## src/rtl/alu_issue_stage.sv

```systemverilog
// alu_issue_stage: RV32I ALU operand/opcode decode with a registered valid/ready issue stage.
// Define ALU_ISSUE_SKID_EN for a 2-entry skid buffer with a registered instr_ready_out.
module alu_issue_stage (
  input  logic        clk_in,
  input  logic        rst_n_in,
  input  logic        flush_in,
  input  logic        instr_valid_in,
  output logic        instr_ready_out,
  input  logic [31:0] instr_in,
  input  logic [31:0] pc_in,
  input  logic [31:0] rs1_data_in,
  input  logic [31:0] rs2_data_in,
  output logic        issue_valid_out,
  input  logic        issue_ready_in,
  output logic [31:0] op_1_out,
  output logic [31:0] op_2_out,
  output logic [3:0]  opcode_out,
  output logic [4:0]  rd_addr_out,
  output logic        illegal_out
);
  typedef struct packed {
    logic [31:0] op1;
    logic [31:0] op2;
    logic [3:0]  opc;
    logic [4:0]  rd;
    logic        ill;
  } bundle_t;
  bundle_t dec, out_q, out_d;
  logic out_v_q, out_v_d, acc, shift;
  logic [6:0] f7;
  logic [2:0] f3;
  logic [4:0] rd;
  logic [31:0] i_imm, s_imm, u_imm;
  assign f7 = instr_in[31:25];
  assign f3 = instr_in[14:12];
  assign rd = instr_in[11:7];
  assign i_imm = {{20{instr_in[31]}}, instr_in[31:20]};
  assign s_imm = {{20{instr_in[31]}}, instr_in[31:25], instr_in[11:7]};
  assign u_imm = {instr_in[31:12], 12'b0};
  assign shift = f3 == 3'd1 || f3 == 3'd5;
  always_comb begin
    dec = '{32'b0, 32'b0, 4'b0, 5'b0, 1'b1};
    case (instr_in[6:0])
      7'b0110011: if (f7 == 7'h00 || (f7 == 7'h20 && (f3 == 3'd0 || f3 == 3'd5)))
        dec = '{rs1_data_in, rs2_data_in, {f7[5], f3}, rd, 1'b0};
      7'b0010011: if (!shift || f7 == 7'h00 || (f7 == 7'h20 && f3 == 3'd5))
        dec = '{rs1_data_in, shift ? {27'b0, instr_in[24:20]} : i_imm, {f3 == 3'd5 && f7[5], f3}, rd, 1'b0};
      7'b0110111: dec = '{32'b0, u_imm, 4'b0, rd, 1'b0};
      7'b0010111: dec = '{pc_in, u_imm, 4'b0, rd, 1'b0};
      7'b1101111, 7'b1100111: dec = '{pc_in, 32'd4, 4'b0, rd, 1'b0};
      7'b0000011: dec = '{rs1_data_in, i_imm, 4'b0, rd, 1'b0};
      7'b0100011: dec = '{rs1_data_in, s_imm, 4'b0, 5'b0, 1'b0};
      default: ;
    endcase
  end
`ifdef ALU_ISSUE_SKID_EN
  bundle_t skd_q, skd_d;
  logic skd_v_q, skd_v_d;
  assign instr_ready_out = !skd_v_q;
  // The skid entry always drains into the output register before new input is taken.
  always_comb begin
    acc = instr_valid_in && !skd_v_q;
    out_d = out_q;
    out_v_d = out_v_q;
    skd_d = skd_q;
    skd_v_d = skd_v_q;
    if (flush_in) begin
      out_d = '0;
      out_v_d = 1'b0;
      skd_d = '0;
      skd_v_d = 1'b0;
    end else if (!out_v_q || issue_ready_in) begin
      out_v_d = skd_v_q || acc;
      out_d = skd_v_q ? skd_q : acc ? dec : out_q;
      skd_v_d = 1'b0;
    end else if (acc) begin
      skd_d = dec;
      skd_v_d = 1'b1;
    end
  end
  always_ff @(posedge clk_in or negedge rst_n_in)
    if (!rst_n_in) begin
      skd_q <= '0;
      skd_v_q <= 1'b0;
    end else begin
      skd_q <= skd_d;
      skd_v_q <= skd_v_d;
    end
`else
  assign instr_ready_out = !out_v_q || issue_ready_in;
  always_comb begin
    acc = instr_valid_in && instr_ready_out;
    out_v_d = !flush_in && (acc || (out_v_q && !issue_ready_in));
    out_d = flush_in ? '0 : acc ? dec : out_q;
  end
`endif
  always_ff @(posedge clk_in or negedge rst_n_in)
    if (!rst_n_in) begin
      out_q <= '0;
      out_v_q <= 1'b0;
    end else begin
      out_q <= out_d;
      out_v_q <= out_v_d;
    end
  assign issue_valid_out = out_v_q;
  assign {op_1_out, op_2_out, opcode_out, rd_addr_out, illegal_out} = out_q;
endmodule
```

## config.mk

```make
export PLATFORM = sky130hd
export DESIGN_NAME = alu_issue_stage
export DESIGN_NICKNAME = d
export VERILOG_FILES = /design/src/rtl/alu_issue_stage.sv
export SDC_FILE = /design/constraint.sdc
export NUM_CORES = 1
export LEC_CHECK = 0
export CAP_MARGIN = 20
export CORE_MARGIN = 2
export CORE_UTILIZATION = 50
export CTS_CLUSTER_DIAMETER = 200
export DETAILED_ROUTE_END_ITERATION = 8
export DONT_BUFFER_PORTS = 1
export GPL_TIMING_DRIVEN = 0
export HOLD_SLACK_MARGIN = 0.1
export PLACE_DENSITY_LB_ADDON = 0.08
export SLEW_MARGIN = 20
export SYNTH_ARGS = -nofsm -noshare
export SYNTH_HDL_FRONTEND = slang
export SYNTH_SLANG_ARGS = --single-unit
```

## constraint.sdc

```tcl
create_clock -name clk_in -period 4.3 [get_ports clk_in]
set_input_delay 0.86 -clock clk_in [delete_from_list [all_inputs] [get_ports clk_in]]
set_output_delay 0.86 -clock clk_in [all_outputs]
set_load 0.1 [all_outputs]
```

* Word-level counts from Yosys, hierarchy flattened *
Index checks and enable logic that the tools add are counted.

storage, ports and cells
  register bits = 75
  input port bits = 133
  word-level logic and storage cells = 44

operators by class
  equality and inequality tests = 11
  multiplexer cells = 6
  reductions and logical operators = 21

operators by type and width
  operator                                                         count
  74-bit case mux with 7 select lines                              1
  74-bit 2-to-1 mux                                                4
  32-bit 2-to-1 mux                                                1
  7-bit by 6-bit == test with 1-bit output, second input constant  4
  7-bit by 5-bit == test with 1-bit output, second input constant  2
  7-bit == test, second input constant                             2
  7-bit by 2-bit == test with 1-bit output, second input constant  1
  7-bit zero test                                                  1
  1-bit logical OR                                                 7
  1-bit logical AND                                                6
  1-bit zero test                                                  4
  3-bit by 1-bit == test with 1-bit output, second input constant  1
  3-bit == test, second input constant                             1
  3-bit zero test                                                  1
  2-bit nonzero test                                               1
  2-bit OR reduction                                               1

* Depth between registers and ports, before layout *
  depth after elaboration = 9
  gate-level depth with buffers = 8
  depth with buffers taken out = 5

* Least setup slack after synthesis *
Ideal clock, no wire load.

  kind = reg-to-reg
  start point = reg out_v_q (netlist: issue_valid_out)
  end point = reg out_q (netlist bit op_1_out[10])
  library setup time = 0.127 ns
  data arrival time = 3.264 ns
  data required time = 4.173 ns
  slack = 0.909 ns
  stages on the path, launching flop included = 9
  clock period less this slack = 3.391 ns
  path through = dfrtp_1 > nand2b_1 > and2_1 > clkbuf_1 > o311ai_1 > buf_2 > a31oi_4 > buf_6 > a221o_2

on the way
  word-level cells in the longest chain between the ends = 4

ends and longest elaborated chain
  item                                 line  text
  start, declared                      29    logic out_v_q, out_v_d, acc, shift;
  start signal, assigned               103   out_v_q <= out_v_d;
  1-bit zero test                      90    assign instr_ready_out = !out_v_q || issue_ready_in;
  1-bit logical OR                     90
  net instr_ready_out                  8     output logic instr_ready_out,
  1-bit logical AND                    92    acc = instr_valid_in && instr_ready_out;
  2-bit nonzero test (no source line)  -
  end signal, assigned                 102   out_q <= out_d;
  end, declared                        28    bundle_t dec, out_q, out_d;

The timed path passes the listed nets, and every way through them passes these cells.
A chain may end at the register's enable or synchronous reset.

* Final worst setup path *
  start point = reg out_v_q (netlist: issue_valid_out)
  end point = reg out_q (netlist bit op_2_out[5])

Same word-level chain as after synthesis.

==> results.sh <==
export IMPL_status="finished, final reports clean"
export IMPL_grt_pass1_vias=2798
export IMPL_cpMostUsedCell="clkbuf_1"
export IMPL_fin_crit_ns=3.637
export IMPL_area_delta_synth_final_pct=9.742
export IMPL_path_clk_slew_ns=0.08
export IMPL_tns_ns=0
export IMPL_final_common_cell="dfrtp_1"
export IMPL_dieArea_um2=7886
export IMPL_crit_path_top_delay_cell="dfrtp_1"
export IMPL_cts_tree="yes"
export IMPL_cts_sinks=75
export IMPL_fillerInstances=609
export IMPL_setup_worst_path_start_class="flip-flop"
export IMPL_critPathArrivalTime_ns=3.88
export IMPL_synth_area_per_cell_um2=10.86
export IMPL_yosysTopAreaCell="dfrtp_1"
export IMPL_syn_inst=331
export IMPL_ant_nets=0
export IMPL_regArea_um2=1877
export IMPL_drive_gt1_share_pct=17.00
export IMPL_post_route_cell_area_um2=3946
export IMPL_synth_warnings=0
export IMPL_hold_path_class="in2async"
export IMPL_p_leak_nw=1.689
export IMPL_power_density_nw_per_um2=352.7
export IMPL_clock_path_buffers=2
export IMPL_syn_nets=464
export IMPL_drt_pass1_iterations=4
export IMPL_cts_root_buf="clkbuf_8"
export IMPL_place_worst_setup_slack_ns=0.2094
export IMPL_drt_iter0_markers=131
export IMPL_yosys_register_bits=75
export IMPL_cts_resized_gates=0
export IMPL_io_pins=209
export IMPL_path_buf_inv=2
export IMPL_ir_worst_vdd_v=0.0001983
export IMPL_grt_max_degree=76
export IMPL_wl_met1_um=3877
export IMPL_cp_top_family="compound AO/OA/AOI/OAI gates"
export IMPL_async_reset_ff_share_pct=100.0
export IMPL_vias=2836
export IMPL_grt_usage_pct=24.49
export IMPL_cts_setup_buffers=0
export IMPL_hpwlAfterDp_um=7543
export IMPL_synth_cell_type_count=37
export IMPL_placed_area_um2=3716
export IMPL_top_layer_used="met4"
export IMPL_crit_required_ns=4.55
export IMPL_crit_chain="nand2b_2, a21oi_1, clkbuf_1, clkbuf_1, nand2_1, o21ai_0"
export IMPL_diodes=0
export IMPL_antenna_found_initial=0
export IMPL_post_drt_wl_per_cell_um=22.49
export IMPL_synth_edf_count=0
export IMPL_final_util_pct=57.45
export IMPL_wl_met3_um=1100
export IMPL_fin_nets=475
export IMPL_multi_input_area_um2=1577
export IMPL_timing_fmax_mhz=274.9
export IMPL_dr_wl_met2_um=4911
export IMPL_crit_fanout=10
export IMPL_critPathMaxStageDelay_ns=0.96
export IMPL_synth_top_area_share_pct=52.19
export IMPL_worstMarginPinSlew_ns=0.9668
export IMPL_grt_first_pass_wirelength_um=14630
export IMPL_rsz0062_at_grt="false"
export IMPL_ctsHoldBuffers=0
export IMPL_die_w_um=88.81
export IMPL_final_cell_mix="dfrtp_1, and2_1, nand2_1, o21ai_0, a221o_2"
export IMPL_cts_buffers=9
export IMPL_core_area_um2=6869
export IMPL_yosysSeqAreaShare_pct=52.19
export IMPL_grt_overflow=0
export IMPL_slew_headroom_pct=35.55
export IMPL_synthTopCellsByArea="dfrtp_1, a221o_2, and2_1"
export IMPL_hold_viol=0
export IMPL_drt_wl_total_um=9963
export IMPL_portBuffers=0
export IMPL_finalSetupViolCount=0
export IMPL_crit_type="reg2reg"
export IMPL_finClkSkew_ns=0.006278
export IMPL_total_power_mw=1.392
export IMPL_timing_final_crit_share_pct=84.59
export IMPL_start_util_pct=52.35
export IMPL_worstSkewPairLatency_ns=0.34
export IMPL_slew_viol_final=0
export IMPL_drc_errors=0
export IMPL_fin_ws_ns=0.6625
export IMPL_syn_area_um2=3596
export IMPL_die_y_um=88.81
export IMPL_end_kind="flip-flop"
export IMPL_gp_congestion=0.7756
export IMPL_max_cap_viol_count=0
export IMPL_htreeDepth=3
export IMPL_synthFlopType="dfrtp_1"
export IMPL_r2r_slack_ns=0.66
export IMPL_rows=30
export IMPL_via_per_inst=6.402
area by class of cell:
class	instances	share of cell area, %
Tap cell	96	3.044
Buffer	27	3.297
Sequential cell	75	47.56
Multi-Input combinational cell	225	39.95
Clock buffer	12	3.932
Clock inverter	4	1.839
Inverter	4	0.3805
sequential cells by signal (all words and copies together) (netlist names):
signal and cells:
rd_addr_out 5, issue_valid_out 1, illegal_out 1, op_1_out 32, op_2_out 32, opcode_out 4
cells by family after synthesis:
family                    Yosys count  synth area share (%)
AOI/OAI and AO/OA                 122                 28.08
buffers and inverters              31                 4.036
and+or+nand+nor                   102                 15.45
xor gates and xnor gates            1                0.2436
DFF                                75                 52.19
per-layer routing:
metal / global-route usage [%] / vias to the layer above
met5: 0 / -
met4: 7.851 / 0
met3: 7.649 / 8
met2: 39.62 / 163
met1: 31.52 / 1368
li1: - / 1297
final timing paths:
path / endpoint / startpoint / cells after the start
worst min register to register: op_2_out[25] / op_2_out[25] / 2
max in group asynchronous: opcode_out[1] / rst_n_in / 0
worst max-delay path: op_2_out[5] / issue_valid_out / 6
worst max register to register: op_2_out[5] / issue_valid_out / 6
worst min-delay path: op_1_out[31] / rst_n_in / 0
min in group clk_in: issue_valid_out / flush_in / 1
synthesized netlist by cell type, types with 6 or more instances:
library cell,number
dfrtp_1,75
and2_1,35
nand2_1,31
o21ai_0,31
a221o_2,27
a221oi_1,24
clkbuf_1,19
a22o_1,11
nor3_1,11
a22oi_1,7
nor2_1,7
a21oi_1,6
a221o_1,6
where the power goes:
part           leakage, nW  total [mW]  internal, mW  switching [mW]
Clock                0.113       0.614         0.358           0.256
Combinational        0.531      0.0472        0.0143          0.0329
Sequential            1.05       0.731         0.707          0.0237
metrics by stage:
| stage | cells | hold WS, ns |
|---|---|---|
| final | 443 | 0.2082 |
| after global routing | 443 | 0.1784 |
| after floorplan | 331 | 0.5644 |
| after detailed placement | 427 | 0.5664 |
| after global placement | 427 | 0.5665 |
| after CTS | 443 | 0.1921 |
Power figures use the tool's default switching activity.
